**config.mk**
```make
export PLATFORM = sky130hd
export DESIGN_NAME = dcp_req_tracker_flat
export DESIGN_NICKNAME = d
export VERILOG_FILES = /design/src/rtl/dcp_req_tracker_if.sv /design/src/rtl/dcp_req_tracker.sv /design/src/flat_wrapper.sv
export SDC_FILE = /design/constraint.sdc
export NUM_CORES = 1
export LEC_CHECK = 0
export ABC_CLOCK_PERIOD_IN_PS = 2300
export BUFFER_PORTS_ARGS = -buffer_cell sky130_fd_sc_hd__buf_4
export CAP_MARGIN = 25
export CORE_MARGIN = 3
export CORE_UTILIZATION = 35
export CTS_CLUSTER_DIAMETER = 60
export DETAILED_ROUTE_END_ITERATION = 8
export PLACE_DENSITY = 0.63
export SYNTH_ARGS = -nofsm -noshare
export SYNTH_HDL_FRONTEND = slang
export SYNTH_SLANG_ARGS = --single-unit
export TNS_END_PERCENT = 5
```
**constraint.sdc**
```tcl
create_clock -name clk_i -period 2.3 [get_ports clk_i]
set_input_delay 0.345 -clock clk_i [delete_from_list [all_inputs] [get_ports clk_i]]
set_output_delay 0.345 -clock clk_i [all_outputs]
set_load 0.02 [all_outputs]
```
**src/rtl/dcp_req_tracker_if.sv**
```systemverilog
// Shared DCP request types and the bundled handshake interface of dcp_req_tracker.
//
// dcp_pkg            : field types for requests, responses and completions
// dcp_req_tracker_if : request, tagged-request, response and completion channels
//   modport slave  - tracker side (accepts req/resp, drives out/cmp)
//   modport master - environment side (drives req/resp, accepts out/cmp)
//
// `DCP_MSHRID_WIDTH sets the width of the MSHR id (defaults to 3 here).

`ifndef DCP_MSHRID_WIDTH
`define DCP_MSHRID_WIDTH 3
`endif

package dcp_pkg;
    typedef logic [4:0]                     req_type_t;
    typedef logic [39:0]                    paddr_t;
    typedef logic [2:0]                     size_t;
    typedef logic [5:0]                     homeid_t;
    typedef logic [7:0]                     write_mask_t;
    typedef logic [63:0]                    data_t;
    typedef logic [`DCP_MSHRID_WIDTH-1:0]   mshrid_t;
endpackage

interface dcp_req_tracker_if;
    import dcp_pkg::*;

    logic           req_val;
    logic           req_rdy;
    req_type_t      req_type;
    paddr_t         req_paddr;
    size_t          req_size;
    homeid_t        req_homeid;
    write_mask_t    req_wmask;
    data_t          req_data;

    logic           out_val;
    logic           out_rdy;
    req_type_t      out_type;
    paddr_t         out_paddr;
    size_t          out_size;
    homeid_t        out_homeid;
    write_mask_t    out_wmask;
    data_t          out_data;
    mshrid_t        out_mshrid;

    logic           resp_val;
    logic           resp_rdy;
    mshrid_t        resp_mshrid;
    data_t          resp_data;

    logic           cmp_val;
    logic           cmp_rdy;
    paddr_t         cmp_paddr;
    size_t          cmp_size;
    data_t          cmp_data;

    modport slave (
        input  req_val, req_type, req_paddr, req_size, req_homeid, req_wmask, req_data,
        output req_rdy,
        output out_val, out_type, out_paddr, out_size, out_homeid, out_wmask, out_data, out_mshrid,
        input  out_rdy,
        input  resp_val, resp_mshrid, resp_data,
        output resp_rdy,
        output cmp_val, cmp_paddr, cmp_size, cmp_data,
        input  cmp_rdy
    );

    modport master (
        output req_val, req_type, req_paddr, req_size, req_homeid, req_wmask, req_data,
        input  req_rdy,
        input  out_val, out_type, out_paddr, out_size, out_homeid, out_wmask, out_data, out_mshrid,
        output out_rdy,
        output resp_val, resp_mshrid, resp_data,
        input  resp_rdy,
        input  cmp_val, cmp_paddr, cmp_size, cmp_data,
        output cmp_rdy
    );
endinterface

```
**src/rtl/dcp_req_tracker.sv**
```systemverilog
// DCP request tracker: allocates an MSHR id per core request, forwards the tagged
// request downstream, matches responses by id and returns a completion carrying the
// original paddr/size. The entry is freed when the completion is accepted.
//
// Ports
//   clk_i    : clock, rising edge
//   reset_i  : synchronous active-high reset
//   bus      : dcp_req_tracker_if.slave (req / out / resp / cmp channels)
//   busy_o   : registered, some entry is not FREE
//   err_o    : one-cycle pulse, a response to a FREE/DONE/out-of-range id was dropped
// Optional (`ifdef DCP_TRACKER_STATS_EN):
//   stat_req_cnt_o, stat_err_cnt_o, stat_max_outst_o
//
// Entry states
//   state     | meaning
//   ST_FREE   | unallocated, may be picked by the next request
//   ST_ISSUED | request forwarded, waiting for its response
//   ST_DONE   | response held in the completion register, waiting for cmp handshake

module dcp_req_tracker
    import dcp_pkg::*;
#(
    parameter int NUM_MSHR = 4
) (
    input  logic                        clk_i,
    input  logic                        reset_i,
    dcp_req_tracker_if.slave            bus,
    output logic                        busy_o,
    output logic                        err_o
`ifdef DCP_TRACKER_STATS_EN
   ,output logic [31:0]                 stat_req_cnt_o,
    output logic [15:0]                 stat_err_cnt_o,
    output logic [`DCP_MSHRID_WIDTH:0]  stat_max_outst_o
`endif
);
    localparam int IDW = `DCP_MSHRID_WIDTH;

    typedef enum logic [1:0] {ST_FREE, ST_ISSUED, ST_DONE} ent_state_e;

    ent_state_e     r_state     [NUM_MSHR];
    ent_state_e     w_state_nxt [NUM_MSHR];
    paddr_t         r_ent_paddr [NUM_MSHR];
    size_t          r_ent_size  [NUM_MSHR];

    logic           r_out_val;
    req_type_t      r_out_type;
    paddr_t         r_out_paddr;
    size_t          r_out_size;
    homeid_t        r_out_homeid;
    write_mask_t    r_out_wmask;
    data_t          r_out_data;
    mshrid_t        r_out_mshrid;

    logic           r_cmp_val;
    mshrid_t        r_cmp_id;
    paddr_t         r_cmp_paddr;
    size_t          r_cmp_size;
    data_t          r_cmp_data;

    logic           r_err;
    logic           r_busy;

    logic           w_any_free;
    mshrid_t        w_alloc_id;
    logic           w_req_acc;
    logic           w_resp_acc;
    logic           w_cmp_hs;
    logic           w_resp_hit;
    paddr_t         w_hit_paddr;
    size_t          w_hit_size;
    logic           w_busy_nxt;

    // Lowest-index FREE entry wins: scan downward so the last assignment is the lowest.
    always_comb begin
        w_any_free = 1'b0;
        w_alloc_id = '0;
        for (int i = NUM_MSHR - 1; i >= 0; i--) begin
            if (r_state[i] == ST_FREE) begin
                w_any_free = 1'b1;
                w_alloc_id = mshrid_t'(i);
            end
        end
    end

    assign w_req_acc  = bus.req_val  & bus.req_rdy;
    assign w_resp_acc = bus.resp_val & bus.resp_rdy;
    assign w_cmp_hs   = r_cmp_val    & bus.cmp_rdy;

    // Allocation, response and free always touch distinct entries in one cycle
    // (FREE, ISSUED and DONE respectively), so the updates never collide. A freed
    // entry only becomes allocatable once r_state shows FREE, i.e. a cycle later.
    always_comb begin
        w_resp_hit  = 1'b0;
        w_hit_paddr = '0;
        w_hit_size  = '0;
        w_busy_nxt  = 1'b0;
        for (int i = 0; i < NUM_MSHR; i++) begin
            w_state_nxt[i] = r_state[i];
            if (w_req_acc && (w_alloc_id == mshrid_t'(i))) begin
                w_state_nxt[i] = ST_ISSUED;
            end
            if (w_resp_acc && (bus.resp_mshrid == mshrid_t'(i)) && (r_state[i] == ST_ISSUED)) begin
                w_state_nxt[i] = ST_DONE;
                w_resp_hit     = 1'b1;
                w_hit_paddr    = r_ent_paddr[i];
                w_hit_size     = r_ent_size[i];
            end
            if (w_cmp_hs && (r_cmp_id == mshrid_t'(i))) begin
                w_state_nxt[i] = ST_FREE;
            end
            if (w_state_nxt[i] != ST_FREE) begin
                w_busy_nxt = 1'b1;
            end
        end
    end

    always_ff @(posedge clk_i) begin
        if (reset_i) begin
            for (int i = 0; i < NUM_MSHR; i++) begin
                r_state[i]     <= ST_FREE;
                r_ent_paddr[i] <= '0;
                r_ent_size[i]  <= '0;
            end
            r_out_val    <= 1'b0;
            r_out_type   <= '0;
            r_out_paddr  <= '0;
            r_out_size   <= '0;
            r_out_homeid <= '0;
            r_out_wmask  <= '0;
            r_out_data   <= '0;
            r_out_mshrid <= '0;
            r_cmp_val    <= 1'b0;
            r_cmp_id     <= '0;
            r_cmp_paddr  <= '0;
            r_cmp_size   <= '0;
            r_cmp_data   <= '0;
            r_err        <= 1'b0;
            r_busy       <= 1'b0;
        end else begin
            for (int i = 0; i < NUM_MSHR; i++) begin
                r_state[i] <= w_state_nxt[i];
                if (w_req_acc && (w_alloc_id == mshrid_t'(i))) begin
                    r_ent_paddr[i] <= bus.req_paddr;
                    r_ent_size[i]  <= bus.req_size;
                end
            end

            if (w_req_acc) begin
                r_out_val    <= 1'b1;
                r_out_type   <= bus.req_type;
                r_out_paddr  <= bus.req_paddr;
                r_out_size   <= bus.req_size;
                r_out_homeid <= bus.req_homeid;
                r_out_wmask  <= bus.req_wmask;
                r_out_data   <= bus.req_data;
                r_out_mshrid <= w_alloc_id;
            end else if (bus.out_rdy) begin
                r_out_val    <= 1'b0;
            end

            // A new completion may load in the same cycle the held one is taken.
            if (w_resp_hit) begin
                r_cmp_val   <= 1'b1;
                r_cmp_id    <= bus.resp_mshrid;
                r_cmp_paddr <= w_hit_paddr;
                r_cmp_size  <= w_hit_size;
                r_cmp_data  <= bus.resp_data;
            end else if (w_cmp_hs) begin
                r_cmp_val   <= 1'b0;
            end

            r_err  <= w_resp_acc & ~w_resp_hit;
            r_busy <= w_busy_nxt;
        end
    end

    assign bus.req_rdy    = w_any_free & (~r_out_val | bus.out_rdy);
    assign bus.resp_rdy   = ~r_cmp_val | bus.cmp_rdy;

    assign bus.out_val    = r_out_val;
    assign bus.out_type   = r_out_type;
    assign bus.out_paddr  = r_out_paddr;
    assign bus.out_size   = r_out_size;
    assign bus.out_homeid = r_out_homeid;
    assign bus.out_wmask  = r_out_wmask;
    assign bus.out_data   = r_out_data;
    assign bus.out_mshrid = r_out_mshrid;

    assign bus.cmp_val    = r_cmp_val;
    assign bus.cmp_paddr  = r_cmp_paddr;
    assign bus.cmp_size   = r_cmp_size;
    assign bus.cmp_data   = r_cmp_data;

    assign busy_o = r_busy;
    assign err_o  = r_err;

`ifdef DCP_TRACKER_STATS_EN
    logic [31:0]    r_stat_req;
    logic [15:0]    r_stat_err;
    logic [IDW:0]   r_stat_max;
    logic [IDW:0]   w_outst_nxt;

    always_comb begin
        w_outst_nxt = '0;
        for (int i = 0; i < NUM_MSHR; i++) begin
            if (w_state_nxt[i] != ST_FREE) begin
                w_outst_nxt = w_outst_nxt + (IDW + 1)'(1);
            end
        end
    end

    // Counters saturate rather than wrap.
    always_ff @(posedge clk_i) begin
        if (reset_i) begin
            r_stat_req <= '0;
            r_stat_err <= '0;
            r_stat_max <= '0;
        end else begin
            if (w_req_acc && (r_stat_req != '1)) begin
                r_stat_req <= r_stat_req + 32'd1;
            end
            if (w_resp_acc && !w_resp_hit && (r_stat_err != '1)) begin
                r_stat_err <= r_stat_err + 16'd1;
            end
            if (w_outst_nxt > r_stat_max) begin
                r_stat_max <= w_outst_nxt;
            end
        end
    end

    assign stat_req_cnt_o   = r_stat_req;
    assign stat_err_cnt_o   = r_stat_err;
    assign stat_max_outst_o = r_stat_max;
`endif

endmodule
```
**src/flat_wrapper.sv**
```systemverilog
// flat-port wrapper written by rule: the top's interface ports become plain ports
module dcp_req_tracker_flat import dcp_pkg::*;
#(
    parameter int NUM_MSHR = 4
)
  (clk_i, reset_i, busy_o, err_o, bus_req_val, bus_req_type, bus_req_paddr, bus_req_size, bus_req_homeid, bus_req_wmask, bus_req_data, bus_req_rdy, bus_out_val, bus_out_type, bus_out_paddr, bus_out_size, bus_out_homeid, bus_out_wmask, bus_out_data, bus_out_mshrid, bus_out_rdy, bus_resp_val, bus_resp_mshrid, bus_resp_data, bus_resp_rdy, bus_cmp_val, bus_cmp_paddr, bus_cmp_size, bus_cmp_data, bus_cmp_rdy);
  dcp_req_tracker_if bus_i ();
  input  logic clk_i;
  input  logic reset_i;
  output logic busy_o;
  output logic err_o;
  input wire logic [$bits(bus_i.req_val)-1:0] bus_req_val;
  input wire logic [$bits(bus_i.req_type)-1:0] bus_req_type;
  input wire logic [$bits(bus_i.req_paddr)-1:0] bus_req_paddr;
  input wire logic [$bits(bus_i.req_size)-1:0] bus_req_size;
  input wire logic [$bits(bus_i.req_homeid)-1:0] bus_req_homeid;
  input wire logic [$bits(bus_i.req_wmask)-1:0] bus_req_wmask;
  input wire logic [$bits(bus_i.req_data)-1:0] bus_req_data;
  output wire logic [$bits(bus_i.req_rdy)-1:0] bus_req_rdy;
  output wire logic [$bits(bus_i.out_val)-1:0] bus_out_val;
  output wire logic [$bits(bus_i.out_type)-1:0] bus_out_type;
  output wire logic [$bits(bus_i.out_paddr)-1:0] bus_out_paddr;
  output wire logic [$bits(bus_i.out_size)-1:0] bus_out_size;
  output wire logic [$bits(bus_i.out_homeid)-1:0] bus_out_homeid;
  output wire logic [$bits(bus_i.out_wmask)-1:0] bus_out_wmask;
  output wire logic [$bits(bus_i.out_data)-1:0] bus_out_data;
  output wire logic [$bits(bus_i.out_mshrid)-1:0] bus_out_mshrid;
  input wire logic [$bits(bus_i.out_rdy)-1:0] bus_out_rdy;
  input wire logic [$bits(bus_i.resp_val)-1:0] bus_resp_val;
  input wire logic [$bits(bus_i.resp_mshrid)-1:0] bus_resp_mshrid;
  input wire logic [$bits(bus_i.resp_data)-1:0] bus_resp_data;
  output wire logic [$bits(bus_i.resp_rdy)-1:0] bus_resp_rdy;
  output wire logic [$bits(bus_i.cmp_val)-1:0] bus_cmp_val;
  output wire logic [$bits(bus_i.cmp_paddr)-1:0] bus_cmp_paddr;
  output wire logic [$bits(bus_i.cmp_size)-1:0] bus_cmp_size;
  output wire logic [$bits(bus_i.cmp_data)-1:0] bus_cmp_data;
  input wire logic [$bits(bus_i.cmp_rdy)-1:0] bus_cmp_rdy;
  assign bus_i.req_val = bus_req_val;
  assign bus_i.req_type = bus_req_type;
  assign bus_i.req_paddr = bus_req_paddr;
  assign bus_i.req_size = bus_req_size;
  assign bus_i.req_homeid = bus_req_homeid;
  assign bus_i.req_wmask = bus_req_wmask;
  assign bus_i.req_data = bus_req_data;
  assign bus_req_rdy = bus_i.req_rdy;
  assign bus_out_val = bus_i.out_val;
  assign bus_out_type = bus_i.out_type;
  assign bus_out_paddr = bus_i.out_paddr;
  assign bus_out_size = bus_i.out_size;
  assign bus_out_homeid = bus_i.out_homeid;
  assign bus_out_wmask = bus_i.out_wmask;
  assign bus_out_data = bus_i.out_data;
  assign bus_out_mshrid = bus_i.out_mshrid;
  assign bus_i.out_rdy = bus_out_rdy;
  assign bus_i.resp_val = bus_resp_val;
  assign bus_i.resp_mshrid = bus_resp_mshrid;
  assign bus_i.resp_data = bus_resp_data;
  assign bus_resp_rdy = bus_i.resp_rdy;
  assign bus_cmp_val = bus_i.cmp_val;
  assign bus_cmp_paddr = bus_i.cmp_paddr;
  assign bus_cmp_size = bus_i.cmp_size;
  assign bus_cmp_data = bus_i.cmp_data;
  assign bus_i.cmp_rdy = bus_cmp_rdy;
  dcp_req_tracker #(.NUM_MSHR(NUM_MSHR)) u_core (.clk_i(clk_i), .reset_i(reset_i), .bus(bus_i), .busy_o(busy_o), .err_o(err_o));
endmodule
```
==> results of run 1 <==
cells in the final DEF (no fill, tap or decap), drive strengths merged, types with 3 or more instances in the layout:
cell         netlist  final
inv                1      3
nand3              4      4
nor2              60     60
nor4               4      4
nand2            384    384
o21ai             45     45
buf               29    498
a211oi            45     45
a21oi            239    239
dlygate4sd3        0     87
clkbuf           103     78
and2             173    173
nor2b              7      7
edfxtp           172    172
a221oi            43     43
bufinv             0      3
nor3               6      6
dfxtp            250    250
nand2b             5      5
clkinv             0      5
nor3b              4      4
a21o              44     44
synth_stat cells (all sizes together), types with 2 or more instances:
library cell  instances  area (um^2)
a221oi               43          377
buf                  29          180
a211oi               45          523
nor3                  6         30.0
edfxtp              172         5160
nor2b                 7         43.8
clkbuf              103          387
nand3                 4         20.0
nor2                 60          225
a21o                 44          330
o22ai                 2         12.5
dfxtp               250         5000
or2                   2         12.5
and3                  2         12.5
and2                173         1080
nand2               384         1440
nor3b                 4         46.3
a21oi               239         1200
a22oi                 2         15.0
nand2b                5         31.3
nor4                  4         40.0
nand3b                2         15.0
o21ai                45          225
sequential cells by signal, indices dropped and copies added (netlist names):
| name | count |
|---|---|
| u_core.busy_o | 1 |
| u_core.bus.out_data | 64 |
| u_core.bus.out_paddr | 40 |
| u_core.bus.out_wmask | 8 |
| u_core.bus.out_mshrid | 2 |
| u_core.r_state | 8 |
| u_core.bus.cmp_data | 64 |
| u_core.bus.cmp_val | 1 |
| u_core.bus.out_val | 1 |
| u_core.bus.cmp_paddr | 40 |
| u_core.r_ent_paddr | 160 |
| u_core.bus.out_type | 5 |
| u_core.bus.out_size | 3 |
| u_core.err_o | 1 |
| u_core.r_ent_size | 12 |
| u_core.r_cmp_id | 3 |
| u_core.bus.out_homeid | 6 |
| u_core.bus.cmp_size | 3 |
worst paths after layout:
check	from	end	slack, ps	cells after the start
max	u_core.r_state[0][5]	u_core.bus.cmp_paddr[38]	50	8
min	bus_resp_data[58]	u_core.bus.cmp_data[58]	30	3
max reg2reg	u_core.r_state[0][5]	u_core.bus.cmp_paddr[38]	50	8
min reg2reg	u_core.bus.cmp_data[48]	u_core.bus.cmp_data[48]	450	2
routing by layer:
| layer | global-route usage | vias up | part of all wire |
|---|---|---|---|
| li1 | - | 6657 | - |
| met1 | 0.244 | 6684 | 0.41 |
| met2 | 0.328 | 504 | 0.48 |
| met3 | 0.0537 | 108 | 0.079 |
| met4 | 0.0799 | 2 | 0.036 |
| met5 | 0 | - | 0.00025 |
cell type report:
type,instances,share of cell area
Timing Repair Buffer,588,0.215
Multi-Input combinational cell,1087,0.252
Inverter,1,0.000160
Clock inverter,11,0.00621
Sequential cell,422,0.435
Clock buffer,75,0.0601
Antenna cell,1,0.000107
Tap cell,607,0.0325
timing repair:
item                                   CTS  global route
setup endpoints to repair                0            20
setup buffers                            0             4
endpoints found under the hold margin   87             0
resized for setup                        0             1
hold buffers                            87             0
tightest hold or removal path: cells and delay by family:
kind	cells	cell delay, ps
buffers and inverters	1	110
AO/OA/AOI/OAI	1	50
AND/OR/NAND/NOR	1	50
cells by family (layout without fill, tap and decap cells):
family / count (synthesis) / in the layout / share of synthesized area
buffers and inverters: 133 / 675 / 0.0345
and+or+nand+nor: 659 / 659 / 0.185
muxes: 1 / 1 / 0.000681
AOI/OAI and AO/OA: 426 / 426 / 0.165
DFF: 422 / 422 / 0.615
other: 1 / 2 / 0.000227
per-stage QoR:
stage	power (W)	utilization
2_1_floorplan	0.00917	-
3_3_place_gp	0.0100	0.447
3_5_place_dp	0.0101	0.447
4_1_cts	0.0177	0.499
5_1_grt	0.0182	0.501
6_report	0.0176	0.501
power groups by stage:
stage                     Sequential [W]  Combinational [W]  Clock, W
final                            0.00829            0.00176   0.00754
after global routing             0.00832            0.00190   0.00800
after floorplan                  0.00863           0.000540         0
after global placement           0.00843            0.00162         0
after detailed placement         0.00844            0.00164         0
after CTS                        0.00829            0.00177   0.00769
==> results.yml, run 1 <==
run_status:
  status: "finished clean"
final_layout:
  final_cell_area_um2: 23400
  regArea_um2: 10200
  nNetsFinal: 2345
  area_growth_syn_to_layout_pct: 41.4
  fillers: 4194
  multi_input_area_um2: 5890
  final_cells: 2792
  layout-drive-gt1-share: 0.287
floorplan:
  start_util: 0.354
  io_pins: 441
  coreArea_um2: 46700
  die_area_um2: 49900
  rows: 79
  die_w_um: 223
  dieHeight_um: 223
timing:
  maxSlewViolCount: 0
  period_share: 0.977
  post-route-min-period_ps: 2250
  slew_headroom: 0.605
  setup_slack_ps: 52.9
  whs_ps: 30.1
  tns_ps: 0
  setup_violations: 0
  worst_pin_slew_ps: 593
  max_freq_mhz: 445
  hold_viol: 0
  finalClockSkew_ps: 23.2
logic_synthesis:
  yosysSeqAreaShare: 0.615
  avgSynthCellArea_um2: 10.1
  ys.warnings.count: 0
  synth.ff_latch_count: 422
  synth-main-ff-cell: "dfxtp_1"
  synth_area_um2: 16500
  ys_types: 46
  synth_cells: 1642
  synth_edf_count: 172
  syn_nets: 1841
  async_flop_share: 0
clock_network:
  clk_latency_ps: 570
  htreeDepth: 2
  cts_sinks: 422
  cts_root_buf: "clkbuf_16"
  cts_buffers: 46
  clock_path_buffers: 3
  cts_tree: "yes"
  path_clk_slew_ps: 60
critical_path:
  worst_path_largest_cell_delay_ps: 670
  critPathMaxFanout: 11
  cp_slowest_cell: "or4b_2"
  cp_top_family: "simple AND/OR/NAND/NOR gates"
  cp-end-kind: "flip-flop"
  path_cells: "or4b_2, nor3b_4, buf_4, or4_4, buf_12, clkbuf_16, nor2_1, a211oi_2"
  startpoint_type: "flip-flop"
  path_class: "reg2reg"
  cp_num_buf_inv: 3
  cp.arrival_ps: 2730
  worstPathRequired_ps: 2790
placement:
  placedCellCount: 2611
  pre_cts_ws_ps: -68.2
  place_congestion: 0.823
  port_buffers: 439
  dpl.hpwl_um: 32900
  place_area_um2: 20800
global_route:
  grt_max_degree: 116
  grt_usage: 0.197
  overflow: 0
  grt_pass1_vias: 13800
  antenna_found_initial: 2
  grt_pass1_wl_um: 77600
route:
  routedWlPerCell_um: 18.7
  drt_pass1_iterations: 5
  num_vias: 14000
  post-route-drc-count: 0
  drtAntennaViolNets: 0
  via_per_inst: 5.00
  drt_iter0_drc: 843
  wirelength_um: 52100
pwr:
  power.leakage_nw: 9.47
  power.switching_w: 0.00414
  p_comb_frac: 0.100
  clock_power_share: 0.429
  ir_worst_vdd_mv: 0.459
  p_int_w: 0.0135
  seqPwrFrac: 0.471
  switching_share: 0.235
  p_per_area_nw_per_um2: 752
hold_path:
  hold_class: "in2reg"
job:
  drv_cap: 0
(Power assumes the default switching activity.)
==> inputs of run 2 (changes only) <==
CAP_MARGIN = 20   (was 25)
CORE_UTILIZATION = 48   (was 35)
PLACE_DENSITY = 0.81   (was 0.63)
==> run 2 against run 1 <==
  * Clock power is 5.4% lower
  * Critical path type is now reg2out
  * Critical path depth is 3 lower
  * Fmax is 6.3% higher
  * Global-route usage is 5.5 points higher
  * Die area is 26% lower
  * Highest routed layer unchanged
  * Sequential cell count stayed put
  * Cell count is 9.0% lower
  * Routed wire length is 6.3% lower
  * Register-to-register slack better by 170 ps
  * Hold slack better by 19 ps
  * Clock skew is 7.2 ps higher
==> results.yml, run 2 (synthesis results as in run 1) <==
run_status:
  status: "finished clean"
timing:
  max_freq_mhz: 473
  maxSlewViolCount: 0
  period_share: 0.919
  post-route-min-period_ps: 2110
  slew_headroom: 0.297
  hold_viol: 0
  setup_violations: 0
  setup_slack_ps: 186
  grt_setup_unrepaired: "no"
  worst_pin_slew_ps: 1050
  finalClockSkew_ps: 30.4
  tns_ps: 0
final_layout:
  largest_reg_flops: 160
  diodes: 0
  largest_register: "u_core.r_ent_paddr"
  final_common_cell: "buf_4"
  nNetsFinal: 2256
  area_growth_syn_to_layout_pct: 33.5
  most-common-layout-cells: "buf_4 (481), nand2_1 (384), dfxtp_1 (249)"
  layout-drive-gt1-share: 0.302
critical_path:
  path_cells: "buf_4, o22ai_1, buf_4, o21a_1, buf_4"
  worst_path_largest_cell_delay_ps: 310
  cp_num_buf_inv: 3
  r2r_cells: 8
  cp_top_family: "buffers and inverters"
  startpoint_type: "flip-flop"
  setup.worst_path.start: "u_core.r_state[0][0]"
  r2r_slack_ps: 220
  cp-end-kind: "primary output"
  critPathMaxFanout: 4
  path_class: "reg2out"
  crit_cells: 5
  worstPathRequired_ps: 1960
  cp_slowest_cell: "dfxtp_1"
  crit_path_frequent_cell: "buf_4"
  worstReg2RegStart: "u_core.r_state[0][5]"
  cp.arrival_ps: 1770
pwr:
  p_per_area_nw_per_um2: 772
  power.leakage_nw: 9.05
  finalPower_w: 0.0170
  ir_worst_vdd_mv: 0.577
route:
  drtAntennaViolNets: 0
  drt_pass1_iterations: 6
  num_vias: 13700
  drt_iter0_drc: 1028
  via_per_inst: 5.40
  wirelength_um: 48800
  post-route-drc-count: 0
  routedWlPerCell_um: 19.2
global_route:
  grt_max_degree: 190
  grt_pass1_vias: 13600
  grt_pass1_wl_um: 73400
  grt_usage: 0.253
  antenna_found_initial: 1
  overflow: 0
clock_network:
  path_clk_slew_ps: 60
  cts_buffers: 45
  hold_buffers: 0
  cts_sinks: 422
  clock_path_buffers: 3
  cts_root_buf: "clkbuf_16"
  cts_tree: "yes"
  clk_latency_ps: 550
  htreeDepth: 2
hold_path:
  hp-start: "bus_req_data[24]"
  hold_class: "in2reg"
  worstHoldPathCells: 3
floorplan:
  start_util: 0.490
  coreArea_um2: 33800
  dieHeight_um: 192
  die_w_um: 192
  io_pins: 441
  rows: 67
  die_area_um2: 36700
placement:
  place_congestion: 0.836
  port_buffers: 439
  dpl.hpwl_um: 32100
  pre_cts_ws_ps: -133
job:
  drv_cap: 0
[run 2: stage by stage]
stage	area, um^2	hold WS, ps	util	cells
3_5_place_dp	20600	445	0.609	2456
6_report	22100	48.8	0.654	2541
2_1_floorplan	16500	451	-	1642
5_1_grt	22100	27.6	0.654	2541
3_3_place_gp	20600	439	0.609	2456
4_1_cts	22100	26.1	0.653	2539
[run 2: worst min-delay path, cell delays in order]
cell and delay, ps:
buf_4 110, nand2_1 40, a21oi_1 50
[run 2: report_power, final]
| group | switching (W) | leakage (nW) | internal (W) |
|---|---|---|---|
| clock network | 0.00291 | 0.740 | 0.00422 |
| registers | 0.000151 | 3.84 | 0.00814 |
| logic | 0.000932 | 4.47 | 0.000676 |
| total | 0.00400 | 9.05 | 0.0130 |
[run 2: layout make-up]
class | count | area (um^2)
Fill cell | 2569 | 11700
Sequential cell | 422 | 10200
Multi-Input combinational cell | 1087 | 5890
Timing Repair Buffer | 500 | 3980
Clock buffer | 60 | 1310
Tap cell | 448 | 561
Clock inverter | 23 | 175
Inverter | 1 | 3.75
[run 2: path summary, 6_finish.rpt]
kind | end
worst max register to register | u_core.bus.cmp_paddr[18]
worst max-delay path | bus_req_rdy
worst min register to register | u_core.bus.out_paddr[32]
worst min-delay path | u_core.bus.out_data[24]
[run 2: what timing repair did]
action                                  CTS  global route
pin swaps                                 0             1
endpoints found under the setup margin   26           108
gates resized for setup                   1             4
setup buffers                             0             2
gates cloned                              0             0
[run 2: metal layers]
layer,share of wire,vias up,wire [um],global-route usage
met2,0.49,604,24000,0.435
met5,0.00023,-,11,0
li1,-,6482,-,-
met1,0.38,6511,18600,0.301
met4,0.043,2,2080,0.117
met3,0.083,129,4060,0.0590
